`src/rtl/spi_byte_target.sv`:
```
// SPI mode-0 target front end: oversamples SCK/CS/COPI on CLK, deserialises MSB-first
// bytes and serialises the word assembler's transmit byte onto CIPO.
`timescale 1ns/1ps
module spi_byte_target #(
  parameter int SYNC_STAGES = 3
) (
  input  logic       CLK,
  input  logic       resetn,
  input  logic       SCK,
  input  logic       CS,
  input  logic       COPI,
  output logic       CIPO,
  input  logic [7:0] tx_byte,
  output logic       tx_latched,
  output logic [7:0] rx_byte,
  output logic       rx_valid,
  output logic       cs_active,
  output logic       frame_end,
  output logic       frame_partial
);

  typedef enum logic {IDLE, ACTIVE} state_e;

  logic [SYNC_STAGES-1:0] sck_sync_q, cs_sync_q, copi_sync_q, fill_q;
  logic                   sck_prev_q, cs_prev_q, armed_q;
  logic                   sck_s, cs_s, copi_s;
  logic                   sck_rise, sck_fall, cs_fall, cs_rise;

  state_e     state_q, state_d;
  logic [2:0] bit_cnt_q, bit_cnt_d;
  logic       load_pending_q, load_pending_d;
  logic [6:0] rx_shift_q, rx_shift_d;
  logic [7:0] tx_shift_q, tx_shift_d;
  logic [7:0] rx_byte_q, rx_byte_d;
  logic       rx_valid_q, rx_valid_d;
  logic       tx_latched_q, tx_latched_d;
  logic       frame_end_q, frame_end_d;
  logic       frame_partial_q, frame_partial_d;

  assign sck_s  = sck_sync_q[SYNC_STAGES-1];
  assign cs_s   = cs_sync_q[SYNC_STAGES-1];
  assign copi_s = copi_sync_q[SYNC_STAGES-1];

  assign sck_rise = sck_s & ~sck_prev_q;
  assign sck_fall = ~sck_s & sck_prev_q;
  assign cs_fall  = ~cs_s & cs_prev_q;
  assign cs_rise  = cs_s & ~cs_prev_q;

  // fill_q marks when the chain holds real samples rather than reset values, so a CS
  // already low at reset release cannot fake a falling edge; CS must be seen high first.
  always_ff @(posedge CLK) begin
    // NOTE: resetn is synchronous (sampled only on CLK); every state register uses <= so
    // all flops update together from pre-edge values regardless of statement order.
    if (!resetn) begin
      sck_sync_q  <= '0;
      cs_sync_q   <= '1;
      copi_sync_q <= '0;
      fill_q      <= '0;
      sck_prev_q  <= 1'b0;
      cs_prev_q   <= 1'b1;
      armed_q     <= 1'b0;
    end else begin
      sck_sync_q  <= {sck_sync_q[SYNC_STAGES-2:0], SCK};
      cs_sync_q   <= {cs_sync_q[SYNC_STAGES-2:0], CS};
      copi_sync_q <= {copi_sync_q[SYNC_STAGES-2:0], COPI};
      fill_q      <= {fill_q[SYNC_STAGES-2:0], 1'b1};
      sck_prev_q  <= sck_s;
      cs_prev_q   <= cs_s;
      if (fill_q[SYNC_STAGES-1] && cs_s) armed_q <= 1'b1;
    end
  end

  always_ff @(posedge CLK) begin
    if (!resetn) begin
      state_q         <= IDLE;
      bit_cnt_q       <= '0;
      load_pending_q  <= 1'b0;
      rx_shift_q      <= '0;
      tx_shift_q      <= '0;
      rx_byte_q       <= '0;
      rx_valid_q      <= 1'b0;
      tx_latched_q    <= 1'b0;
      frame_end_q     <= 1'b0;
      frame_partial_q <= 1'b0;
    end else begin
      state_q         <= state_d;
      bit_cnt_q       <= bit_cnt_d;
      load_pending_q  <= load_pending_d;
      rx_shift_q      <= rx_shift_d;
      tx_shift_q      <= tx_shift_d;
      rx_byte_q       <= rx_byte_d;
      rx_valid_q      <= rx_valid_d;
      tx_latched_q    <= tx_latched_d;
      frame_end_q     <= frame_end_d;
      frame_partial_q <= frame_partial_d;
    end
  end

  always_comb begin
    // NOTE: every signal gets a default before the case so no path leaves one unassigned
    // (which would infer a latch); strobes default low so they last exactly one cycle.
    state_d         = state_q;
    bit_cnt_d       = bit_cnt_q;
    load_pending_d  = load_pending_q;
    rx_shift_d      = rx_shift_q;
    tx_shift_d      = tx_shift_q;
    rx_byte_d       = rx_byte_q;
    rx_valid_d      = 1'b0;
    tx_latched_d    = 1'b0;
    frame_end_d     = 1'b0;
    frame_partial_d = 1'b0;

    unique case (state_q)
      IDLE: begin
        if (cs_fall && armed_q) begin
          state_d        = ACTIVE;
          bit_cnt_d      = '0;
          load_pending_d = 1'b0;
          tx_shift_d     = tx_byte;
          tx_latched_d   = 1'b1;
        end
      end
      ACTIVE: begin
        // CS deassertion takes priority over any SCK edge detected in the same cycle.
        if (cs_rise) begin
          state_d         = IDLE;
          frame_end_d     = 1'b1;
          frame_partial_d = (bit_cnt_q != 3'd0);
          bit_cnt_d       = '0;
          load_pending_d  = 1'b0;
        end else if (sck_rise) begin
          rx_shift_d = {rx_shift_q[5:0], copi_s};
          bit_cnt_d  = bit_cnt_q + 3'd1;
          if (bit_cnt_q == 3'd7) begin
            rx_byte_d      = {rx_shift_q, copi_s};
            rx_valid_d     = 1'b1;
            load_pending_d = 1'b1;
          end
        end else if (sck_fall) begin
          if (load_pending_q) begin
            tx_shift_d     = tx_byte;
            tx_latched_d   = 1'b1;
            load_pending_d = 1'b0;
          end else begin
            tx_shift_d = {tx_shift_q[6:0], 1'b0};
          end
        end
      end
      default: state_d = IDLE;
    endcase
  end

  assign CIPO          = tx_shift_q[7];
  assign tx_latched    = tx_latched_q;
  assign rx_byte       = rx_byte_q;
  assign rx_valid      = rx_valid_q;
  assign cs_active     = (state_q == ACTIVE);
  assign frame_end     = frame_end_q;
  assign frame_partial = frame_partial_q;

endmodule
```
`config.mk`:
```
export PLATFORM = sky130hd
export DESIGN_NAME = spi_byte_target
export DESIGN_NICKNAME = d
export VERILOG_FILES = /design/src/rtl/spi_byte_target.sv
export SDC_FILE = /design/constraint.sdc
export NUM_CORES = 1
export LEC_CHECK = 0
export ABC_AREA = 1
export CAP_MARGIN = 20
export CORE_MARGIN = 8
export CORE_UTILIZATION = 50
export CTS_CLUSTER_DIAMETER = 120
export DETAILED_ROUTE_END_ITERATION = 8
export HOLD_SLACK_MARGIN = 0.12
export PLACE_DENSITY = 0.75
export SLEW_MARGIN = 10
export SYNTH_ARGS = -nofsm -noshare
export SYNTH_HDL_FRONTEND = slang
export SYNTH_SLANG_ARGS = --single-unit
```
`constraint.sdc`:
```
create_clock -name CLK -period 3.1 [get_ports CLK]
set_clock_uncertainty 0.2 [all_clocks]
set_input_delay 0.62 -clock CLK [delete_from_list [all_inputs] [get_ports CLK]]
set_output_delay 0.62 -clock CLK [all_outputs]
set_load 0.02 [all_outputs]
```
==> impl_metrics.sql <==
INSERT INTO impl_metrics (metric_group, metric, value, unit) VALUES
('layout', 'layout-drive-gt1-share', '0.1134', ''),
('global_routing', 'globalRouteTotalUtil', '0.1288', ''),
('layout', 'finish.instance_area', '0.002150', 'mm²'),
('clock_tree', 'ctsHtreeMaxLevel', '2', ''),
('critical_path', 'worst_ep_arrival_time', '1.72', 'ns'),
('layout', 'most_common_library_cell_in_the_layout_ignoring_fill_and_taps', 'sky130_fd_sc_hd__nand2_1', ''),
('place', 'buffer_ports.inserted', '26', ''),
('critical_path', 'critPathBufInv', '1', ''),
('hold_path', 'min_delay_worst_endpoint', 'sck_sync_q[2]', ''),
('logic_synthesis', 'synth_top_area_cell', 'sky130_fd_sc_hd__dfxtp_1', ''),
('logic_synthesis', 'synth.top_cells.by_area', 'sky130_fd_sc_hd__dfxtp_1, sky130_fd_sc_hd__nand2_1, sky130_fd_sc_hd__nand3_1', ''),
('floorplanning', 'num_io_pins', '27', ''),
('timing', 'timing.final.crit_share', '0.8188', ''),
('timing', 'rsz0062_at_grt', 'no', ''),
('power_and_ir_drop', 'power.density', '474.5', 'mW/mm²'),
('route', 'drt_drc_violations_left', '0', ''),
('place', 'placedCellCount', '285', ''),
('power_and_ir_drop', 'ir_worst_vdd', '0.3185', 'mV'),
('timing', 'worst_hold_slack', '0.2245', 'ns'),
('floorplanning', 'floorplan.rows', '21', ''),
('logic_synthesis', 'post_synth.cell_area_avg', '8.127', 'µm²'),
('logic_synthesis', 'syn-num-nets', '234', ''),
('clock_tree', 'insertion_delay', '0.36', 'ns'),
('floorplanning', 'die_width', '75.53', 'µm'),
('logic_synthesis', 'yosys_register_bits', '47', ''),
('global_routing', 'grt_antenna_before_repair', '0', ''),
('clock_tree', 'cts_tree', 'yes', ''),
('logic_synthesis', 'synth_cell_type_count', '24', ''),
('clock_tree', 'cts-root-to-sink-buffers', '2', ''),
('global_routing', 'gr-total-overflow', '0', ''),
('clock_tree', 'post_cts.resized_instances', '0', ''),
('timing', 'timing_hold_violations_final', '0', ''),
('timing', 'achievable-frequency', '394.0', 'MHz'),
('layout', 'insertedDiodeCount', '0', ''),
('critical_path', 'cp_slowest_stage_delay', '0.70', 'ns'),
('hold_path', 'min-delay-path-class', 'reg -> reg', ''),
('timing', 'least_margin_pin_slew', '0.5058', 'ns'),
('logic_synthesis', 'post_synth_design_cell_area', '0.001772', 'mm²'),
('timing', 'finalSetupViolations', '0', ''),
('route', 'routed_wire_length_per_instance', '11.23', 'µm'),
('layout', 'nets', '262', ''),
('critical_path', 'critical-path-slowest-cell', 'sky130_fd_sc_hd__clkdlybuf4s50_1', ''),
('timing', 'final-max-slew-violation-count', '0', ''),
('critical_path', 'capturing_point_of_the_worst_reg2reg_path', 'tx_shift_q[0]', ''),
('power_and_ir_drop', 'total_switching_power', '0.0002163', 'W'),
('run_status', 'outcome', 'complete, no violations', ''),
('power_and_ir_drop', 'power.share.clock', '0.355', ''),
('route', 'ant_nets', '0', ''),
('power_and_ir_drop', 'power_report.internal_total', '0.0008038', 'W'),
('route', 'via_per_inst', '4.778', ''),
('logic_synthesis', 'synth-warning-count', '0', ''),
('floorplanning', 'dieArea', '0.005704', 'mm²'),
('layout', 'final_cells', '293', ''),
('power_and_ir_drop', 'p_seq_frac', '0.604', ''),
('route', 'first_pass_iteration_count_of_the_detailed_router', '4', ''),
('floorplanning', 'core-area', '0.003363', 'mm²'),
('critical_path', 'crit_path_max_fanout', '13', ''),
('power_and_ir_drop', 'post-layout-total-power', '0.001020', 'W'),
('logic_synthesis', 'synth-seq-area-share', '0.5311', ''),
('global_routing', 'first_global_vias', '1321', ''),
('timing', 'finalWorstPathRequiredPeriod', '2.538', 'ns'),
('floorplanning', 'die_y', '75.53', 'µm'),
('critical_path', 'reg2regPathDepth', '5', ''),
('place', 'dpl_cell_area', '0.002068', 'mm²'),
('power_and_ir_drop', 'power.leakage', '0.9368', 'nW'),
('global_routing', 'largest_net_degree_at_the_start_of_global_routing', '32', ''),
('critical_path', 'worst_path_dominant_cell_family', 'buffers and inverters', ''),
('clock_tree', 'clock-sinks', '47', ''),
('layout', 'highest_count_cells_in_the_layout_ignoring_fill_and_taps', 'sky130_fd_sc_hd__nand2_1, sky130_fd_sc_hd__dfxtp_1, sky130_fd_sc_hd__clkdlybuf4s50_1', ''),
('logic_synthesis', 'synth_cells', '218', ''),
('clock_tree', 'worst_setup_hold_path_clk_slew', '0.13', 'ns');
[cells in the mapped netlist (all sizes together)]
library cell	n
nand3	22
nor2	19
buf	3
o21a	1
or2	3
o21ai	13
clkinv	2
ha	3
xnor2	1
clkbuf	3
inv	21
a21oi	18
nand2	59
nand4	2
dfxtp	47
a22oi	1
[how the worst max path moves through the flow]
stage,end,startpoint,cells past startpoint,slack (ns)
2_1_floorplan,tx_shift_q[0],cs_active,4,1.68
3_3_place_gp,cs_active,cs_active,1,0.97
3_5_place_dp,cs_active,cs_active,1,0.95
4_1_cts,cs_active,cs_active,1,0.55
5_1_grt,cs_active,cs_active,1,0.49
6_report,cs_active,cs_active,1,0.56
[kinds of logic after synthesis]
family / Yosys count / share of synthesized area
AND/OR/NAND/NOR: 105 / 0.2811
flip-flops: 47 / 0.5311
AO/OA/AOI/OAI: 33 / 0.09605
buffers and inverters: 29 / 0.06567
adder cells (fa/ha/maj): 3 / 0.02119
XOR/XNOR: 1 / 0.004944
[flip-flops by register name, summed over array words and instances, names as in the netlist]
| register | count |
|---|---|
| rx_byte | 8 |
| tx_shift_q | 8 |
| rx_shift_q | 7 |
| bit_cnt_q | 3 |
| copi_sync_q | 3 |
| cs_sync_q | 3 |
| fill_q | 3 |
| sck_sync_q | 3 |
| armed_q | 1 |
| cs_active | 1 |
| cs_prev_q | 1 |
| frame_end | 1 |
| frame_partial | 1 |
| load_pending_q | 1 |
| rx_valid | 1 |
| sck_prev_q | 1 |
| tx_latched | 1 |
[layout make-up]
cell class                 count  area [µm²]
fill                         318        1214
sequential                    47       940.9
multi-input combinational    142       714.4
timing repair buffer          27       267.8
inverter                      23       87.58
tap                           46       57.56
clock inverter                 3       43.79
clock buffer                   5       37.54
[metrics by stage]
stage	utilization	setup WS [ns]
after floorplan	-	1.682
after global placement	0.6150	0.9711
after detailed placement	0.6150	0.9501
after CTS	0.6391	0.5461
after global routing	0.6391	0.4879
final	0.6391	0.5617
[power by group through the flow]
stage	sequential, W	clock, W	combinational (W)
global placement	0.000629	0	0.0000417
floorplan	0.000629	0	0.0000220
finish	0.000616	0.000362	0.0000419
CTS	0.000616	0.000368	0.0000424
detailed placement	0.000630	0	0.0000420
global route	0.000618	0.000396	0.0000473
[per-layer routing]
| metal | track usage | vias to the layer above | share of wire |
|---|---|---|---|
| li1 | - | 748 | - |
| met1 | 0.1571 | 619 | 0.50 |
| met2 | 0.1956 | 25 | 0.42 |
| met3 | 0.03684 | 8 | 0.052 |
| met4 | 0.07889 | 0 | 0.026 |
| met5 | 0 | - | 0 |
Note: power is estimated with default switching activity, not from simulation.
